### src/rtl/mem_master.sv
// mem_master: single-outstanding memory access master.
// Ports: clk, resetn, req_* (request in), rsp_* (response out), enable/wr_en/address/wr_data/rd_data (memory side).
module mem_master #(
    parameter int ADDR_WIDTH = 16,
    parameter int DATA_WIDTH = 8,
    parameter int RD_LATENCY = 2
) (
    input  logic                  clk,
    input  logic                  resetn,
    input  logic                  req_valid,
    output logic                  req_ready,
    input  logic [ADDR_WIDTH-1:0] req_addr,
    input  logic                  req_we,
    input  logic [DATA_WIDTH-1:0] req_wdata,
    output logic                  rsp_valid,
    input  logic                  rsp_ready,
    output logic [DATA_WIDTH-1:0] rsp_rdata,
    output logic                  rsp_we,
    output logic                  enable,
    output logic                  wr_en,
    output logic [ADDR_WIDTH-1:0] address,
    output logic [DATA_WIDTH-1:0] wr_data,
    input  logic [DATA_WIDTH-1:0] rd_data
);

    typedef enum logic [1:0] {
        IDLE,
        ISSUE,
        WAIT,
        RESP
    } state_t;

    // WAIT runs RD_LATENCY cycles: load N-1, sample when it reaches 0.
    localparam logic [3:0] CNT_LOAD = 4'(RD_LATENCY - 1);

    state_t     state;
    logic       we_q;
    logic [3:0] cnt;

    always_ff @(posedge clk or negedge resetn) begin
        if (!resetn) begin
            state     <= IDLE;
            we_q      <= 1'b0;
            cnt       <= '0;
            req_ready <= 1'b0;
            enable    <= 1'b0;
            wr_en     <= 1'b0;
            address   <= '0;
            wr_data   <= '0;
            rsp_valid <= 1'b0;
            rsp_rdata <= '0;
            rsp_we    <= 1'b0;
        end else begin
            unique case (state)
                IDLE: begin
                    if (req_valid && req_ready) begin
                        // address/wr_data double as the request latch
                        req_ready <= 1'b0;
                        enable    <= 1'b1;
                        wr_en     <= req_we;
                        address   <= req_addr;
                        wr_data   <= req_wdata;
                        we_q      <= req_we;
                        state     <= ISSUE;
                    end else begin
                        // also raises ready on the first edge after reset
                        req_ready <= 1'b1;
                    end
                end
                ISSUE: begin
                    enable <= 1'b0;
                    wr_en  <= 1'b0;
                    if (we_q) begin
                        rsp_valid <= 1'b1;
                        rsp_rdata <= '0;
                        rsp_we    <= 1'b1;
                        state     <= RESP;
                    end else begin
                        cnt   <= CNT_LOAD;
                        state <= WAIT;
                    end
                end
                WAIT: begin
                    if (cnt == 4'd0) begin
                        rsp_valid <= 1'b1;
                        rsp_rdata <= rd_data;
                        rsp_we    <= 1'b0;
                        state     <= RESP;
                    end else begin
                        cnt <= cnt - 4'd1;
                    end
                end
                RESP: begin
                    // a req_valid seen here waits for IDLE
                    if (rsp_ready) begin
                        rsp_valid <= 1'b0;
                        req_ready <= 1'b1;
                        state     <= IDLE;
                    end
                end
                default: state <= IDLE;
            endcase
        end
    end

endmodule

### config.mk
export PLATFORM = sky130hd
export DESIGN_NAME = mem_master
export DESIGN_NICKNAME = d
export VERILOG_FILES = /design/src/rtl/mem_master.sv
export SDC_FILE = /design/constraint.sdc
export NUM_CORES = 1
export LEC_CHECK = 0
export BUFFER_PORTS_ARGS = -buffer_cell sky130_fd_sc_hd__buf_2
export CAP_MARGIN = 20
export CORE_UTILIZATION = 54
export DETAILED_ROUTE_END_ITERATION = 12
export PLACE_DENSITY_LB_ADDON = 0.25
export SLEW_MARGIN = 20
export SYNTH_ARGS = -nofsm -noshare
export SYNTH_HDL_FRONTEND = slang
export SYNTH_SLANG_ARGS = --single-unit
### constraint.sdc
create_clock -name clk -period 3.25 [get_ports clk]
set_input_delay 0.1625 -clock clk [delete_from_list [all_inputs] [get_ports clk]]
set_output_delay 0.1625 -clock clk [all_outputs]
set_load 0.005 [all_outputs]
**Word level (Yosys, flattened, before mapping)**

Cells that the tools add are included.
Widths: inputs -> output; s select.

- Output and inout bits: 37
- Memories: 0
- Memory bits (writable): 0
- Register bits after elaboration: 44
- Bits in latches: 0
- Logic and storage cells: 59
- Bits in read-only memories: 0

- Magnitude comparators: 0
- Div/mod/pow operators: 0
- Add/sub/neg operators: 1
- $mul: 0
- Mux-type cells: 24
- Bitwise gates (word level): 0
- Reductions and logical operators: 14
- Shift operators: 0
- Equal/unequal tests: 9

Operators with widths:

| cell | number |
|---|---|
| $mux 8 | 2 |
| $pmux 8 s2 | 1 |
| $ne 2x2->1 const B | 6 |
| $mux 1 | 9 |
| $reduce_and 3->1 | 3 |
| $mux 4 | 2 |
| $pmux 1 s2 | 4 |
| $pmux 2 s4 | 1 |
| $pmux 4 s2 | 1 |
| $mux 2 | 3 |
| $reduce_and 2->1 | 3 |
| $reduce_bool 2->1 | 3 |
| $eq 2x2->1 const B | 2 |
| $logic_not 4->1 | 1 |
| $reduce_and 4->1 | 1 |
| $sub 4x1->4 const B | 1 |
| $pmux 1 s3 | 1 |
| $reduce_bool 3->1 | 1 |
| $eq 2x1->1 const B | 1 |
| $logic_not 2->1 | 1 |
| $logic_and 1x1->1 | 1 |

**Depth between registers and ports, before layout**

- Word-level depth: 3
- Depth in mapped cells: 7
- Mapped depth without buffers: 5

**Worst setup path before layout**

No wires, ideal clock.

- Kind: flip-flop to flip-flop
- From: register cnt[0]
- To: register state[1]
- Arrival time: 1.614 ns
- Cell stages (with the launch flop): 7
- Slack: 1.508 ns
- Setup time: 0.128 ns
- Path through: dfrtp_1 -> inv_1 -> ha_1 -> or3b_1 -> buf_6 -> a221oi_4 -> mux2_1

- Word-level cells in the longest chain between the ends: 3

Ends and longest elaborated chain:

| what | line | source |
|---|---|---|
| start: declaration | 38 | `logic [3:0] cnt;` |
| start signal: assignment | 90 | `cnt <= cnt - 4'd1;` |
| $logic_not 4->1 | 84 | `if (cnt == 4'd0) begin` |
| $ne 2x2->1 (no source line) | n/a |  |
| $reduce_and 3->1 (no source line) | n/a |  |
| end signal: assignment | 80 | `state <= WAIT;` |
| end signal: assignment | 88 | `state <= RESP;` |
| end signal: assignment | 98 | `state <= IDLE;` |
| end: declaration | 36 | `state_t state;` |

Every way passes these cells.
A chain may end at the register's enable or synchronous reset.

**Final worst setup path**

Ends and elaborated chain as after synthesis.

==> summary.md <==
| Metric | Value |
|---|---|
| Final slew viol count | 0 |
| Via count | 1,688 |
| ANT cells | 0 |
| Status | finished, final reports clean |
| Nets | 291 |
| HP Class | in2reg |
| Busiest grt layer | met2 |
| Grt met2 use | 38.7% |
| Final RePlAce weighted congestion | 0.768 |
| Hold path cells | 2 |
| # port buffers | 73 |
| Clock latency on the worst-skew pair | 0.29 ns |
| Core area | 3770 µm² |
| Die width | 65.4 µm |
| Crit path launch type | flop |
| Worst-path fanout max | 16 |
| Final setup violation count | 0 |
| Post-Syn Instances | 179 |
| Gr ovfl total | 0 |
| Met3 global-route usage | 4.69% |
| Synth Flop Type | dfrtp_1 |
| DIE AREA | 4280 µm² |
| Syn Nets | 222 |
| Critical Path Source | cnt[0] |
| RSZ-0062 raised after global routing | no |
| CP Class | reg2reg |
| Multiplexer share of the synthesized area | 14.5% |
| Final core occ | 70.9% |
| Vias in the first global route | 1,683 |
| DRT antenna net count | 0 |
| Critical path arrival | 2.41 ns |
| Tot GR Track Use | 23.1% |
| DR iter-0 viols | 113 |
| Synthesized cell area | 2170 µm² |
| Starting Density | 57.6% |
| Setup crit end kind | flop |
| R2R Path End | state[1] |
| Remaining DRCs | 0 |
| Top cell type's share of synthesized area | 50.7% |
| Total Wirelength | 4430 µm |
| Area occupied by multi-input gates | 977 µm² |
| Die H | 65.4 µm |
| Clock tree buffer depth | 2 |
| TritonCTS clock tree | yes |
| Initial antenna violation count | 0 |
| XOR/XNOR share of the synthesized area | 0% |
| Total CTS buffers | 5 |
| PD cells | 928 nW/µm² |
| Clock transition at path regs | 0.08 ns |
| Final hold violations | 0 |
| Worst R2R Setup Slack | 1.02 ns |
| CTS root buffer | clkbuf_8 |
| Post-synth EDFFs | 0 |
| Data required time of the worst path | 3.43 ns |
| Per-cell routed wire length | 14.9 µm |
| Simple-gate portion of the synthesized area | 12.0% |
| Max-cap viol count | 0 |
| Pleak | 1.27 nW |
| Synthesized flop and latch total | 44 |
| Detail-routed via count per cell | 5.68 |
| Fin crit period | 2.23 ns |
| Pin count of the biggest net entering global routing | 45 |
| Adder-cell share of the synthesized area | 3.45% |
| Mean post-synth cell area | 12.1 µm² |
| Skew final | 0.00232 ns |
| Sequential fraction of the synthesis area | 50.7% |
| Main combinational cell family by area after synthesis | compound AO/OA/AOI/OAI gates |
| Layout fillers | 295 |
| # rows | 22 |
| Largest area contributor in the netlist | dfrtp_1 |
| Synth unique cells | 41 |
| Met1 Use GR | 29.9% |
| Layout cell share with drive strength beyond 1 | 36.1% |
| # resized after CTS | 0 |
| Commonest non-fill, non-tap cell in the layout | buf_2 |
| Clk sinks | 44 |
| Global-route wire length before repair | 7560 µm |
| Hold worst-path end | address[15] |
| Drt first pass iters | 4 |
| Synth warn | 0 |
| Max Freq | 449 MHz |
| Worst R2R Start | cnt[0] |
| Worst IR Drop VDD | 0.523 mV |
| Hpwl dp | 3120 µm |
| Final Cycle Share | 68.6% |
| Register area | 1100 µm² |
| Post-synthesis compound-gate area fraction | 15.1% |
| Commonest non-fill, non-tap cells in the layout | buf_2, dfrtp_1, mux2_1 |
| Slew headroom | 49.7% |
| Slew @ Worst Pin | 0.754 ns |
| Ranking of synthesized cells by area | dfrtp_1, mux2_1, ha_1, nor4bb_1, a221oi_1 |
| Area growth syn-to-layout | 23.1% |
| Hold Startpoint | req_addr[15] |
| I/O pin cnt | 74 |
| Post-route setup TNS | 0 ns |
| Post-synth ARST share | 100% |
| R2R depth | 5 |
| H-tree level count | 2 |
-- flip-flops by register name (all words and copies together), names as in the netlist, 2 cells and up --
register,flops
rsp_rdata,8
address,16
cnt,4
state,2
wr_data,8
-- synth_stat cells (2+ instances only) --
| cell | instances |
|---|---|
| a21oi_1 | 4 |
| a221oi_1 | 7 |
| a22oi_1 | 7 |
| and3b_1 | 2 |
| buf_2 | 4 |
| clkbuf_1 | 8 |
| dfrtp_1 | 44 |
| ha_1 | 6 |
| inv_1 | 8 |
| mux2_1 | 25 |
| mux2_2 | 2 |
| nand2_1 | 3 |
| nand3_1 | 5 |
| nor2b_1 | 4 |
| nor3b_1 | 6 |
| nor4bb_1 | 7 |
| o21ai_0 | 3 |
| o21ai_1 | 10 |
| o22ai_1 | 2 |
-- critical path: stages, from the launching register on --
cell and delay [ns]:
dfrtp_1 0.39, inv_1 0.08, ha_1 0.29, or3b_1 0.65, a221oi_4 0.36, mux2_1 0.35
-- power breakdown --
group / leakage, nW / switching [mW] / internal (mW) / total (mW)
Sequential: 0.532 / 0.172 / 0.793 / 0.965
Combinational: 0.687 / 0.556 / 0.551 / 1.11
Clock: 0.0552 / 0.183 / 0.228 / 0.411
-- worst max-delay path by stage --
stage / to / slack (ns) / cells past startpoint
global route: state[1] / 0.92 / 5
finish: state[1] / 1.02 / 5
floorplan: state[1] / 1.51 / 6
detailed placement: state[1] / 1.03 / 5
CTS: state[1] / 1.02 / 5
global placement: state[1] / 1.10 / 5
-- area by class of cell --
cell class              instances  area share, %
inverters                       9           1.26
clock inverters                 2           1.31
repair buffers                 75           14.8
multi-input cells             113           36.5
clock buffers                   6           2.71
well taps                      48           2.25
flip-flops and latches         44           41.2
-- what timing repair did --
item,in CTS,in global routing
hold endpoints to repair,0,13
endpoints found under the setup margin,0,0
hold buffers,0,1
setup buffers,0,0
-- metrics by stage --
| stage | std cells | cell area, µm² | worst slack, ns | hold slack [ns] | total power [mW] |
|---|---|---|---|---|---|
| 2_1_floorplan | 179 | 2170 | 1.51 | -0.133 | 1.71 |
| 3_5_place_dp | 287 | 2540 | 1.03 | 0.369 | 2.08 |
| 4_1_cts | 295 | 2650 | 1.02 | 0.0514 | 2.50 |
| 3_3_place_gp | 287 | 2540 | 1.10 | 0.364 | 2.04 |
| 5_1_grt | 297 | 2680 | 0.924 | 0.0684 | 2.67 |
| 6_report | 297 | 2680 | 1.02 | 0.0742 | 2.48 |
-- layer usage --
| metal | vias up | share of wire (%) | routed length, µm |
|---|---|---|---|
| li1 | 804 | - | - |
| met1 | 834 | 44 | 1960 |
| met2 | 42 | 50 | 2230 |
| met3 | 8 | 4.4 | 195 |
| met4 | 0 | 1.2 | 52 |
| met5 | - | 0 | 0 |
-- logic make-up (layout without fill, tap and decap cells) --
group / after synthesis / count (layout)
multiplexers: 28 / 28
AND/OR/NAND/NOR: 35 / 35
adder cells (fa/ha/maj): 6 / 6
buffers and inverters: 22 / 92
flip-flops: 44 / 44
AO/OA/AOI/OAI: 44 / 44
No activity file was read; power rests on OpenSTA's default activity.
